===== src/rtl/lsu_mem_master.sv =====
// Load/store unit front end for a single-port word memory with a combinational read.
// Sub-word stores are done as read-modify-write; bad requests answer with resp_err and never touch memory.
module lsu_mem_master #(
  parameter int MEM_WORDS = 256
) (
  input  logic        clk,
  input  logic        rst,
  input  logic        req_valid,
  output logic        req_ready,
  input  logic        req_we,
  input  logic [1:0]  req_size,
  input  logic        req_unsigned,
  input  logic [31:0] req_addr,
  input  logic [31:0] req_wdata,
  output logic        resp_valid,
  input  logic        resp_ready,
  output logic [31:0] resp_rdata,
  output logic        resp_err,
  output logic [31:0] A,
  output logic [31:0] WD,
  output logic        writeEn,
  input  logic [31:0] RD
);

  typedef enum logic [1:0] {IDLE, READ, WRITE, RESP} state_t;

  localparam logic [32:0] MEM_BYTES = 33'(MEM_WORDS) << 2;

  state_t      state_q, state_d;
  logic        we_q, we_d;
  logic [1:0]  size_q, size_d;
  logic        uns_q, uns_d;
  logic [31:0] addr_q, addr_d;
  logic [31:0] wdata_q, wdata_d;
  logic [31:0] word_q, word_d;
  logic [31:0] rdata_q, rdata_d;
  logic        err_q, err_d;

  logic        req_err;
  logic [4:0]  lane_sh;
  logic [31:0] rd_sh;
  logic [31:0] ld_ext;
  logic [31:0] lane_mask;
  logic [31:0] wd_merge;

  always_comb begin
    req_err = 1'b0;
    case (req_size)
      2'b01:   req_err = req_addr[0];
      2'b10:   req_err = (req_addr[1:0] != 2'b00);
      2'b11:   req_err = 1'b1;
      default: req_err = 1'b0;
    endcase
    if ({1'b0, req_addr} >= MEM_BYTES) req_err = 1'b1;
  end

  // Little-endian lane select: shifting by the byte offset brings the addressed lane to bit 0.
  always_comb begin
    lane_sh = {addr_q[1:0], 3'b000};
    rd_sh   = RD >> lane_sh;
    case (size_q)
      2'b00:   ld_ext = uns_q ? {24'd0, rd_sh[7:0]}  : {{24{rd_sh[7]}}, rd_sh[7:0]};
      2'b01:   ld_ext = uns_q ? {16'd0, rd_sh[15:0]} : {{16{rd_sh[15]}}, rd_sh[15:0]};
      default: ld_ext = RD;
    endcase
    case (size_q)
      2'b00:   lane_mask = 32'h0000_00FF << lane_sh;
      2'b01:   lane_mask = 32'h0000_FFFF << lane_sh;
      default: lane_mask = 32'hFFFF_FFFF;
    endcase
    wd_merge = (word_q & ~lane_mask) | ((wdata_q << lane_sh) & lane_mask);
  end

  always_comb begin
    state_d = state_q;
    we_d    = we_q;
    size_d  = size_q;
    uns_d   = uns_q;
    addr_d  = addr_q;
    wdata_d = wdata_q;
    word_d  = word_q;
    rdata_d = rdata_q;
    err_d   = err_q;
    case (state_q)
      IDLE: begin
        if (req_valid) begin
          we_d    = req_we;
          size_d  = req_size;
          uns_d   = req_unsigned;
          addr_d  = req_addr;
          wdata_d = req_wdata;
          rdata_d = 32'd0;
          err_d   = req_err;
          if (req_err)                          state_d = RESP;
          else if (!req_we || req_size != 2'b10) state_d = READ;
          else                                  state_d = WRITE;
        end
      end
      READ: begin
        word_d = RD;
        if (we_q) begin
          state_d = WRITE;
        end else begin
          rdata_d = ld_ext;
          state_d = RESP;
        end
      end
      WRITE:   state_d = RESP;
      RESP:    if (resp_ready) state_d = IDLE;
      default: state_d = IDLE;
    endcase
  end

  always_ff @(posedge clk or negedge rst) begin
    if (!rst) begin
      state_q <= IDLE;
      we_q    <= 1'b0;
      size_q  <= 2'b00;
      uns_q   <= 1'b0;
      addr_q  <= 32'd0;
      wdata_q <= 32'd0;
      word_q  <= 32'd0;
      rdata_q <= 32'd0;
      err_q   <= 1'b0;
    end else begin
      state_q <= state_d;
      we_q    <= we_d;
      size_q  <= size_d;
      uns_q   <= uns_d;
      addr_q  <= addr_d;
      wdata_q <= wdata_d;
      word_q  <= word_d;
      rdata_q <= rdata_d;
      err_q   <= err_d;
    end
  end

  // All strobes decode straight from state, so an async reset drops writeEn without a clock edge.
  assign req_ready  = (state_q == IDLE);
  assign resp_valid = (state_q == RESP);
  assign writeEn    = (state_q == WRITE);
  assign resp_rdata = rdata_q;
  assign resp_err   = err_q;
  assign A          = {2'b00, addr_q[31:2]};
  assign WD         = writeEn ? ((size_q == 2'b10) ? wdata_q : wd_merge) : 32'd0;

endmodule


===== config.mk =====
export PLATFORM = sky130hd
export DESIGN_NAME = lsu_mem_master
export DESIGN_NICKNAME = d
export VERILOG_FILES = /design/src/rtl/lsu_mem_master.sv
export SDC_FILE = /design/constraint.sdc
export NUM_CORES = 1
export LEC_CHECK = 0
export ABC_AREA = 0
export CAP_MARGIN = 20
export CORE_MARGIN = 8
export CORE_UTILIZATION = 40
export DETAILED_ROUTE_END_ITERATION = 10
export DONT_BUFFER_PORTS = 1
export HOLD_SLACK_MARGIN = 0.15
export REMOVE_ABC_BUFFERS = 1
export SETUP_SLACK_MARGIN = 0.1
export SYNTH_ARGS = -nofsm -noshare
export SYNTH_HDL_FRONTEND = slang
export SYNTH_SLANG_ARGS = --single-unit

===== constraint.sdc =====
create_clock -name clk -period 1.95 [get_ports clk]
set_input_delay 0.39 -clock clk [delete_from_list [all_inputs] [get_ports clk]]
set_output_delay 0.39 -clock clk [all_outputs]
set_load 0.01 [all_outputs]

==> impl_results.md, run 1 <==
- Die W: roughly 150 um
- Hold_buf cts: 100
- Drt total wl: 26.3 mm
- Vias in the first global route: 6229
- TritonCTS clock tree: done
- Met1 Resource Use GR: 27.2%
- Crit-path cells: or2_4 > a21oi_2 > buf_6 > a21oi_1 > a21oi_2 > buf_4
- CP Buf/Inv Count: 2
- Multi-input logic area: approximately 0.0038 mm2
- Die ar.: between 0.02 and 0.025 mm2
- Slew Limit Headroom: 55.8%
- Area fraction of the dominant cell type after synthesis: between 40% and 50%
- Worst-skew pair later-pin latency: approximately 0.42 ns
- Mapped Area: 0.00707 mm2
- Iteration-0 DRC Markers: 397
- GR Util met3: 7.86%
- Synth Register Bits: 135
- Post-synth EDFFs: 0
- Most Crowded Layer GR: met2
- Crit-path max cell delay: between 0.3 and 0.4 ns
- Internal power: 11.2 mW
- Worst vdd ir: around 0.8 mV
- Slew Limit Fails: 0
- Sequential standard cell area: 0.00338 mm2
- Setup TNS Final: -10.95 ns
- Routability cong.: ~0.86
- Cell mode on critical path: a21oi_2
- GRT overflow: 0
- Sequential-to-total area share from yosys stat: 47.8%
- Fin crit share: 118%
- Die H: between 100 and 150 um
- HP Class: in -> async
- Finished Layout Cells: ~1000
- Clock Power Share: about 16%
- DR WL/cell: ~25 um
- Crit start category: register
- Fin Hold WS: -0.332 ns
- GRT Overall Usage: 22.1%
- R2r setup slk: -0.17 ns
- Crit Path Class: reg -> out
- Num CTS Buffers: 17
- Highest Clock Rate: 0.435 GHz
- Vias: 6105
- Worst-margin pin slew: 0.662 ns
- Ys flop type: dfrtp_1
- I/O Buffers: 0
- Endpoint type of the worst setup path: primary output
- Crit path max-delay cell type: dfrtp_1
- Filler Cells Inserted: ~1400
- Cell variety after synth: 45
- Largest net degree at the start of global routing: 136
- # nets final: 913
- DRC viols: 0
- Cell accounting for the most synthesized area: dfrtp_1
- LEAKAGE: 4.27 nW
- First-pass GRT wire length: 37.5 mm
- Placeable Area: 0.0173 mm2
- Htree depth: 4
- Top cells by area, synth: dfrtp_1, mux2_2, a21oi_1
- Unrepaired setup endpoints after global routing: true
- Crit-path max FO: 8
- I/O pin cnt: 204
- FP Rows: between 40 and 50
- Sw Ratio: 41.7%
- Syn avg cell area: between 10 and 15 um2
- Syn Inst Count: roughly 650
- Final setup margin: -0.348 ns
- Ys async rst share: 100%
- Outcome: finished, violations left
- Initial Utilization: 40.8%
- Vias per cell: slightly below 6
- Reg power frac: a little under a third
- Critical path required time: 1.56 ns
- Sink Count: 135
- CP top delay family: compound AO/OA/AOI/OAI gates
- Synthesis-to-finish area growth: 44.3%
- Most common cell in the netlist: dfrtp_1
- Final min period: 2.30 ns
- Met2 Use GR: about a third
- Max cap viols: 0
- CP Data Arrival Time: 1.91 ns
- DP Worst Slack: -0.186 ns
- Clock Path Buffers: 2
- Share of post-route cells with drive strength above 1: 42.3%
- Combinational power share: 53.1%
- Synth warnings: 0
- Leading cell types by count after synthesis: dfrtp_1, mux2_2, nand2_1
- HPWL after DPL: 16.8 mm
- Clock-pin slew on the worst setup and hold paths: approximately 0.060 ns
- Clock Skews: 0.00805 ns
- Setup violations, final: between 50 and 60
- Placed instance count: approximately 880
- Initial antenna violation count: 0
- Final Hold Viols: 135
- First-pass DRT Iterations: 5
- Clock root buffer: clkbuf_16
- Net Switching: 7.99 mW
- Power Dens Cells: 1880 mW/mm2
- Final ANT Viol Nets: 0
- Failing checks: hold timing, setup timing
cells by family (layout without fill, tap and decap cells):
logic type      after synthesis  in the layout  share of synthesized area [%]
other cells                   1              3                         0.0531
mux                         126            126                           19.7
buf+inv                      91            253                           6.76
simple gates                130            132                           9.05
compound gates              166            166                           15.9
fa+ha+maj                     4              4                          0.708
flops                       135            135                           47.8
per-stage QoR:
step	total power, mW	hold WS (ns)	area (um2)	util (%)
after floorplan	10.1	0.0944	6640	-
after global placement	13.1	0.0996	7610	44.0
after detailed placement	13.3	0.100	7610	44.0
after CTS	17.7	-0.348	9570	55.3
after global routing	20.1	-0.352	10200	58.9
final	19.2	-0.332	10200	59.0
power groups by stage:
| stage | Clock (mW) | Combinational (mW) | Sequential, mW |
|---|---|---|---|
| 2_1_floorplan | 0 | 4.59 | 5.49 |
| 3_3_place_gp | 0 | 7.35 | 5.73 |
| 3_5_place_dp | 0 | 7.57 | 5.75 |
| 4_1_cts | 3.16 | 8.75 | 5.78 |
| 5_1_grt | 3.29 | 10.8 | 6.02 |
| 6_report | 3.11 | 10.2 | 5.87 |
sequential cells by signal, indices dropped and copies added (netlist names):
name,flops
resp_rdata,32
we_q,1
addr_q,32
wdata_q,32
state_q,2
resp_err,1
size_q,2
uns_q,1
word_q,32
layer usage:
metal  vias to the layer above  part of all wire [%]
met5                         -                     0
met4                         0                   3.5
met3                        57                    10
met2                       335                    47
met1                      3054                    39
li1                       2659                     -
final timing paths:
kind | from | to | depth (start not counted)
min reg2reg | word_q[7]$_DFFE_PN0P_ | word_q[7]$_DFFE_PN0P_ | 1
min | rst | resp_rdata[0]$_DFFE_PN0P_ | 0
max reg2reg | addr_q[1]$_DFFE_PN0P_ | resp_rdata[30]$_DFFE_PN0P_ | 9
max in group asynchronous | rst | size_q[1]$_DFFE_PN0P_ | 0
min in group clk | RD[6] | resp_rdata[6]$_DFFE_PN0P_ | 2
max | addr_q[0]$_DFFE_PN0P_ | WD[31] | 6
area by class of cell:
class,count,area share (%)
antenna,1,0.0245
clock buffer,17,4.17
clock inverter,15,1.39
inverter,13,0.479
multi-input combinational,430,37.4
sequential,135,33.1
tap,225,2.76
timing repair buffer,208,20.7
cells in the final DEF, fill, tap and decap left out, types with 3 or more instances in the layout:
cell             n
clkinvlp_4       3
nor2b_2          3
a21oi_4          6
nor2_1          18
nand2_2          5
nor3b_1          8
a221o_1         16
a221oi_2         6
mux2_2         103
buf_12           7
inv_1           11
mux2i_4          7
a22oi_1          4
a211oi_2         8
dlygate4sd3_1  100
buf_4           75
dfrtp_1        134
nor4_1           5
a21oi_1         19
o221ai_1         7
nor2b_1          9
clkbuf_16       22
a32oi_1          3
o21ai_1         17
nand2b_4         4
nand2_1         45
mux2i_1         14
o221ai_2         6
o211ai_1         9
a21oi_2         26
inv_6            7
o21ai_0         21
buf_6           17
nor3_1           3
nand3_1          7
nand2b_1        10
repair_timing:
action,in CTS,in global routing
pin swaps,23,24
hold endpoints to repair,251,135
endpoints found under the setup margin,53,119
cloned,2,9
buffers inserted,11,10
gates resized for setup,76,88
No activity file was read; power rests on OpenSTA's default activity.
==> inputs of run 2 (changes only) <==
- clock period: 1.95 -> 2.4 ns (I/O delays scaled with it)
==> impl_results.md, run 2 (synthesis results as in run 1) <==
- Outcome: finished, violations left
- Failing checks: hold timing, setup timing
- Die ar.: 0.0222 mm2 (unchanged)
- Clock Skews: 0.00934 ns (+0.00129 ns)
- Initial Utilization: 40.8% (unchanged)
- Design area: 0.00862 mm2 (-16%)
- DR WL/cell: 25.7 um (+2.1%)
- Post-Place Cell Area: 0.00739 mm2 (-2.9%)
- Endpoint type of the worst setup path: primary output
- Crit-path max cell delay: 0.42 ns (+0.03 ns)
- GRT Overall Usage: 20.7% (-1.4 points)
- Final ANT Viol Nets: 0 (unchanged)
- Fin Hold WS: -0.250 ns (+0.0821 ns)
- LEAKAGE: 3.63 nW (-15%)
- Slew Limit Fails: 0 (unchanged)
- FP Rows: 48 (unchanged)
- Vias per cell: 6.09 (+4.1%)
- Drt total wl: 23.4 mm (-11%)
- Setup violations, final: 10 (-80%)
- CP top delay family: buffers and inverters
- Power Dens Cells: 1690 mW/mm2 (-10%)
- Final Hold Viols: 135 (unchanged)
- First-pass DRT Iterations: 7 (+2)
- Setup TNS Final: -0.197 ns (+10.75 ns)
- Most frequent cells in the layout: dfrtp_1, mux2_2, buf_4
- Vias: 5551 (-9.1%)
- HPWL after DPL: 16.5 mm (-1.6%)
- Post-layout util: 49.8% (-9.1 points)
- Placed instance count: 858 (-2.4%)
- # nets final: 782 (-14%)
- CP Buf/Inv Count: 4 (+2)
- Clock root buffer: clkbuf_16
- Htree depth: 4 (unchanged)
- Vias in the first global route: 5668 (-9.0%)
- Critical path depth in cells: 8 (+2)
- M1 WL: 8.97 mm (-12%)
- Placeable Area: 0.0173 mm2 (unchanged)
- GRT overflow: 0 (unchanged)
- Slew Limit Headroom: 54.1% (-1.7 points)
- CP Data Arrival Time: 1.97 ns (+0.06 ns)
- Num CTS Buffers: 17 (unchanged)
- Leading cell type in the layout, fill and taps excluded: dfrtp_1
- Critical path required time: 1.92 ns (+0.36 ns)
- Fin crit share: 102%
- Final setup margin: -0.0497 ns (+0.298 ns)
- ANT cells: 0 (-1)
- WL met2: 10.9 mm (-12%)
- Clock-pin slew on the worst setup and hold paths: 0.06 ns (about the same)
- Crit Path Class: reg -> out
- HP Class: in -> async
- Cell mode on critical path: buf_4
- Max cap viols: 0 (unchanged)
- Share of post-route cells with drive strength above 1: 42.6% (+0.35 points)
- Topmost layer with routed signal wires: met5
- Clock Path Buffers: 2 (unchanged)
- Highest Clock Rate: 0.408 GHz
- TritonCTS clock tree: done
- I/O Buffers: 0 (unchanged)
- Iteration-0 DRC Markers: 471 (+19%)
- Die W: 149 um (unchanged)
- Crit-path cells: buf_12 > buf_4 > buf_4 > mux2i_1 > nor2_1 > mux2i_1 > a21oi_2 > buf_4
- Wire length on met3: 2.93 mm (+8.2%)
- Crit-path max FO: 8 (unchanged)
- Worst-skew pair later-pin latency: 0.43 ns (about the same)
- Sink Count: 135 (unchanged)
- DP Worst Slack: 0.0220 ns (+0.208 ns)
- Routability cong.: 0.852 (-0.88%)
- Initial antenna violation count: 1 (+1)
- Unrepaired setup endpoints after global routing: true
- Largest net degree at the start of global routing: 136 (unchanged)
- Final min period: 2.45 ns
- First-pass GRT wire length: 34.7 mm (-7.4%)
- Final Power: 14.6 mW (-24%)
- I/O pin cnt: 204 (unchanged)
- Worst-margin pin slew: 0.687 ns (+0.0254 ns)
- Synthesis-to-finish area growth: 21.9%
- Worst vdd ir: 0.799 mV (-2.2%)
- Die H: 149 um (unchanged)
- Crit start category: register
- R2r worst-path depth: 8 (-1)
- DRC viols: 0 (unchanged)
- Finished Layout Cells: 912 (-13%)
- Crit path max-delay cell type: dfrtp_1
-- run 2: cell types whose count changed in the layout (fill, tap and decap cells not counted), moves of 6 or more --
cell,delta
o221ai_2,-6
o21ai_0,+6
nor3b_2,+6
dlygate4sd3_1,-100
buf_4,-13
o21ai_2,+6
nor3b_1,-6
mux2i_4,-6
buf_6,-8
o21ai_1,-12
o221ai_1,+6
a221oi_1,+6
mux2i_1,+8
a221oi_2,-6
-- run 2: metal layers --
layer	global-route usage, %	vias up
met2	32.1	338
met3	8.68	40
met4	7.57	2
met1	25.2	2769
li1	-	2402
met5	0	-
-- run 2: final timing paths --
check,start,end,slack [ns]
max in group asynchronous,rst,size_q[1]$_DFFE_PN0P_,2.41
min in group clk,RD[22],resp_rdata[22]$_DFFE_PN0P_,0.19
hold reg to reg,word_q[2]$_DFFE_PN0P_,word_q[2]$_DFFE_PN0P_,0.51
setup reg to reg,addr_q[0]$_DFFE_PN0P_,resp_rdata[20]$_DFFE_PN0P_,0.22
setup / recovery,addr_q[0]$_DFFE_PN0P_,WD[15],-0.05
hold / removal,rst,resp_rdata[5]$_DFFE_PN0P_,-0.25
-- run 2: power breakdown --
| group | leakage, nW | total (mW) | internal, mW | switching, mW |
|---|---|---|---|---|
| logic | 1.71 | 7.07 | 3.49 | 3.58 |
| clock network | 0.285 | 2.68 | 1.58 | 1.10 |
| registers | 1.64 | 4.82 | 3.42 | 1.40 |
| total | 3.63 | 14.6 | 8.49 | 6.08 |
-- run 2: final cells by class --
class | count | area [um2]
clock buffer | 18 | 439
clock inverter | 14 | 161
fill | 1524 | 8680
inverter | 13 | 48.8
multi-input combinational | 429 | 3590
sequential | 135 | 3380
tap | 225 | 282
timing repair buffer | 78 | 714
-- run 2: what timing repair did --
item,CTS,global route
pin swaps,23,26
setup buffers,9,11
setup endpoints to repair,48,32
resized for setup,45,67
hold endpoints to repair,135,135
gates cloned,1,1
==> inputs of run 3 (changes only) <==
- CELL_PAD_IN_SITES_DETAIL_PLACEMENT: not set -> 1
- CELL_PAD_IN_SITES_GLOBAL_PLACEMENT: not set -> 2
- CORE_ASPECT_RATIO: not set -> 1.2
- PLACE_DENSITY_LB_ADDON: not set -> 0.1
==> impl_results.md, run 3 (synthesis results as in run 1) <==
- Final ANT Viol Nets: 0 (unchanged)
- Share of post-route cells with drive strength above 1: 40.9% (-1.7 points)
- DRC viols: 0 (unchanged)
- Die ar.: 0.0222 mm2 (about the same)
- Filler Cells Inserted: 1838 (+21%)
- GRT overflow: 0 (unchanged)
- Htree depth: 4 (unchanged)
- Crit-path max cell delay: 0.42 ns (about the same)
- Final min period: 2.49 ns (+0.0377 ns)
- Vias per cell: 5.82 (-4.4%)
- Highest Clock Rate: 0.402 GHz (-1.5%)
- Crit Reg-Reg Startpoint: state_q[1]$_DFFE_PN0P_
- HPWL after DPL: 16.5 mm (+0.25%)
- Num CTS Buffers: 17 (unchanged)
- Die W: 137 um (-7.8%)
- ANT cells: 0 (unchanged)
- Power Dens Cells: 1670 mW/mm2 (-1.0%)
- FP Rows: 53 (+10%)
- Fin crit share: 104% (+1.6 points)
- Clock-pin slew on the worst setup and hold paths: 0.06 ns (about the same)
- Worst-margin pin slew: 0.703 ns (+0.0159 ns)
- Initial Utilization: 40.5% (-0.34 points)
- DP Worst Slack: 0.105 ns (+0.0827 ns)
- # nets final: 782 (unchanged)
- Slew Limit Headroom: 53.0% (-1.2 points)
- Crit path max-delay cell type: dfrtp_2
- Die H: 162 um (+8.5%)
- Setup TNS Final: -0.483 ns (-0.286 ns)
- Crit-path max FO: 8 (unchanged)
- I/O pin cnt: 204 (unchanged)
- Finished Layout Cells: 907 (-0.55%)
- GRT Overall Usage: 20.4% (-0.29 points)
- HP Class: in -> async
- Crit start category: register
- Failing checks: hold timing, setup timing
- First-pass DRT Iterations: 4 (-3)
- Crit-path cells: or2_4 > a21oi_2 > buf_6 > mux2i_1 > a21oi_1 > buf_4
- Placeable Area: 0.0174 mm2 (+0.83%)
- R2r worst-path depth: 8 (unchanged)
- Slew Limit Fails: 0 (unchanged)
- Worst-skew pair later-pin latency: 0.43 ns (about the same)
- Iteration-0 DRC Markers: 262 (-44%)
- Crit Path Class: reg -> out
- Placed instance count: 858 (unchanged)
- Leading cell type in the layout, fill and taps excluded: dfrtp_1
- Clock Path Buffers: 2 (unchanged)
- Most frequent cells in the layout: dfrtp_1, mux2_2, buf_4
- Final setup margin: -0.0874 ns (-0.0377 ns)
- Drt total wl: 22.8 mm (-2.4%)
- Final Hold Viols: 135 (unchanged)
- Setup violations, final: 12 (+2)
- DR WL/cell: 25.2 um (-1.9%)
- Clock Skews: 0.0120 ns (+0.00269 ns)
- Outcome: finished, violations left
- Vias in the first global route: 5804 (+2.4%)
- Routability cong.: 0.822 (-3.6%)
- Largest net degree at the start of global routing: 136 (unchanged)
- R2r setup slk: 0.40 ns (+0.18 ns)
- Unrepaired setup endpoints after global routing: true
- Initial antenna violation count: 0 (-1)
- Worst vdd ir: 0.623 mV (-22%)
- Clock root buffer: clkbuf_16
- Sink Count: 135 (unchanged)
- Fin Hold WS: -0.247 ns (+0.00240 ns)
- Endpoint type of the worst setup path: primary output
- Synthesis-to-finish area growth: 20.4%
- Vias: 5278 (-4.9%)
- Max cap viols: 0 (unchanged)
- Critical path required time: 1.92 ns (about the same)
- I/O Buffers: 0 (unchanged)
- CP Data Arrival Time: 2.01 ns (+0.04 ns)
- Final Power: 14.2 mW (-2.3%)
- LEAKAGE: 3.58 nW (-1.5%)
- First-pass GRT wire length: 34.6 mm (-0.40%)
- Worst reg2reg endpoint: resp_rdata[7]$_DFFE_PN0P_
- TritonCTS clock tree: done
## run 3: worst max path at each step
stage | from | endpoint | slack (ns) | depth (start not counted)
floorplan | state_q[1]$_DFFE_PN0P_ | resp_rdata[16]$_DFFE_PN0P_ | -0.49 | 5
global placement | size_q[0]$_DFFE_PN0P_ | WD[10] | 0.22 | 6
detailed placement | addr_q[0]$_DFFE_PN0P_ | WD[3] | 0.10 | 6
CTS | size_q[0]$_DFFE_PN0P_ | WD[10] | -0.05 | 6
global route | addr_q[0]$_DFFE_PN0P_ | WD[8] | -0.12 | 6
finish | size_q[0]$_DFFE_PN0P_ | WD[10] | -0.09 | 6
## run 3: timing repair
action / CTS / global route
setup endpoints to repair: 32 / 32
cloned: 0 / 2
endpoints found under the hold margin: 135 / 135
pin swaps: 19 / 6
buffers inserted: 8 / 6
gates resized for setup: 61 / 33
## run 3: worst max-delay path: cells and delay by family (launching register included)
kind / cells / cell delay [ns]
mux: 1 / 0.24
buf+inv: 2 / 0.37
compound gates: 2 / 0.26
flops: 1 / 0.42
simple gates: 1 / 0.29
## run 3: report_power, final
group / switching (mW) / internal (mW) / total (mW) / leakage (nW)
clock network: 1.05 / 1.46 / 2.52 / 0.263
logic: 3.61 / 3.39 / 7.00 / 1.68
registers: 1.29 / 3.42 / 4.72 / 1.64
## run 3: per-stage QoR
| step | area, um2 | utilization, % |
|---|---|---|
| after floorplan | 6640 | - |
| after global placement | 7430 | 42.6 |
| after detailed placement | 7430 | 42.6 |
| after CTS | 8270 | 47.4 |
| after global routing | 8510 | 48.8 |
| final | 8510 | 48.8 |
## run 3: layer usage
layer	vias up	part of all wire (%)	global-route usage (%)
met1	2685	39	24.2
met4	0	1.0	6.33
met2	184	51	33.4
met3	15	9.2	7.46
met5	-	0	0
li1	2394	-	-
## run 3: cell type report
cell class,count,area (um2),share of cell area [%]
timing repair buffer,79,701,8.24
clock inverter,13,121,1.43
tap,220,275,3.24
clock buffer,19,443,5.21
inverter,13,48.8,0.574
sequential,135,3380,39.8
multi-input combinational,428,3530,41.5
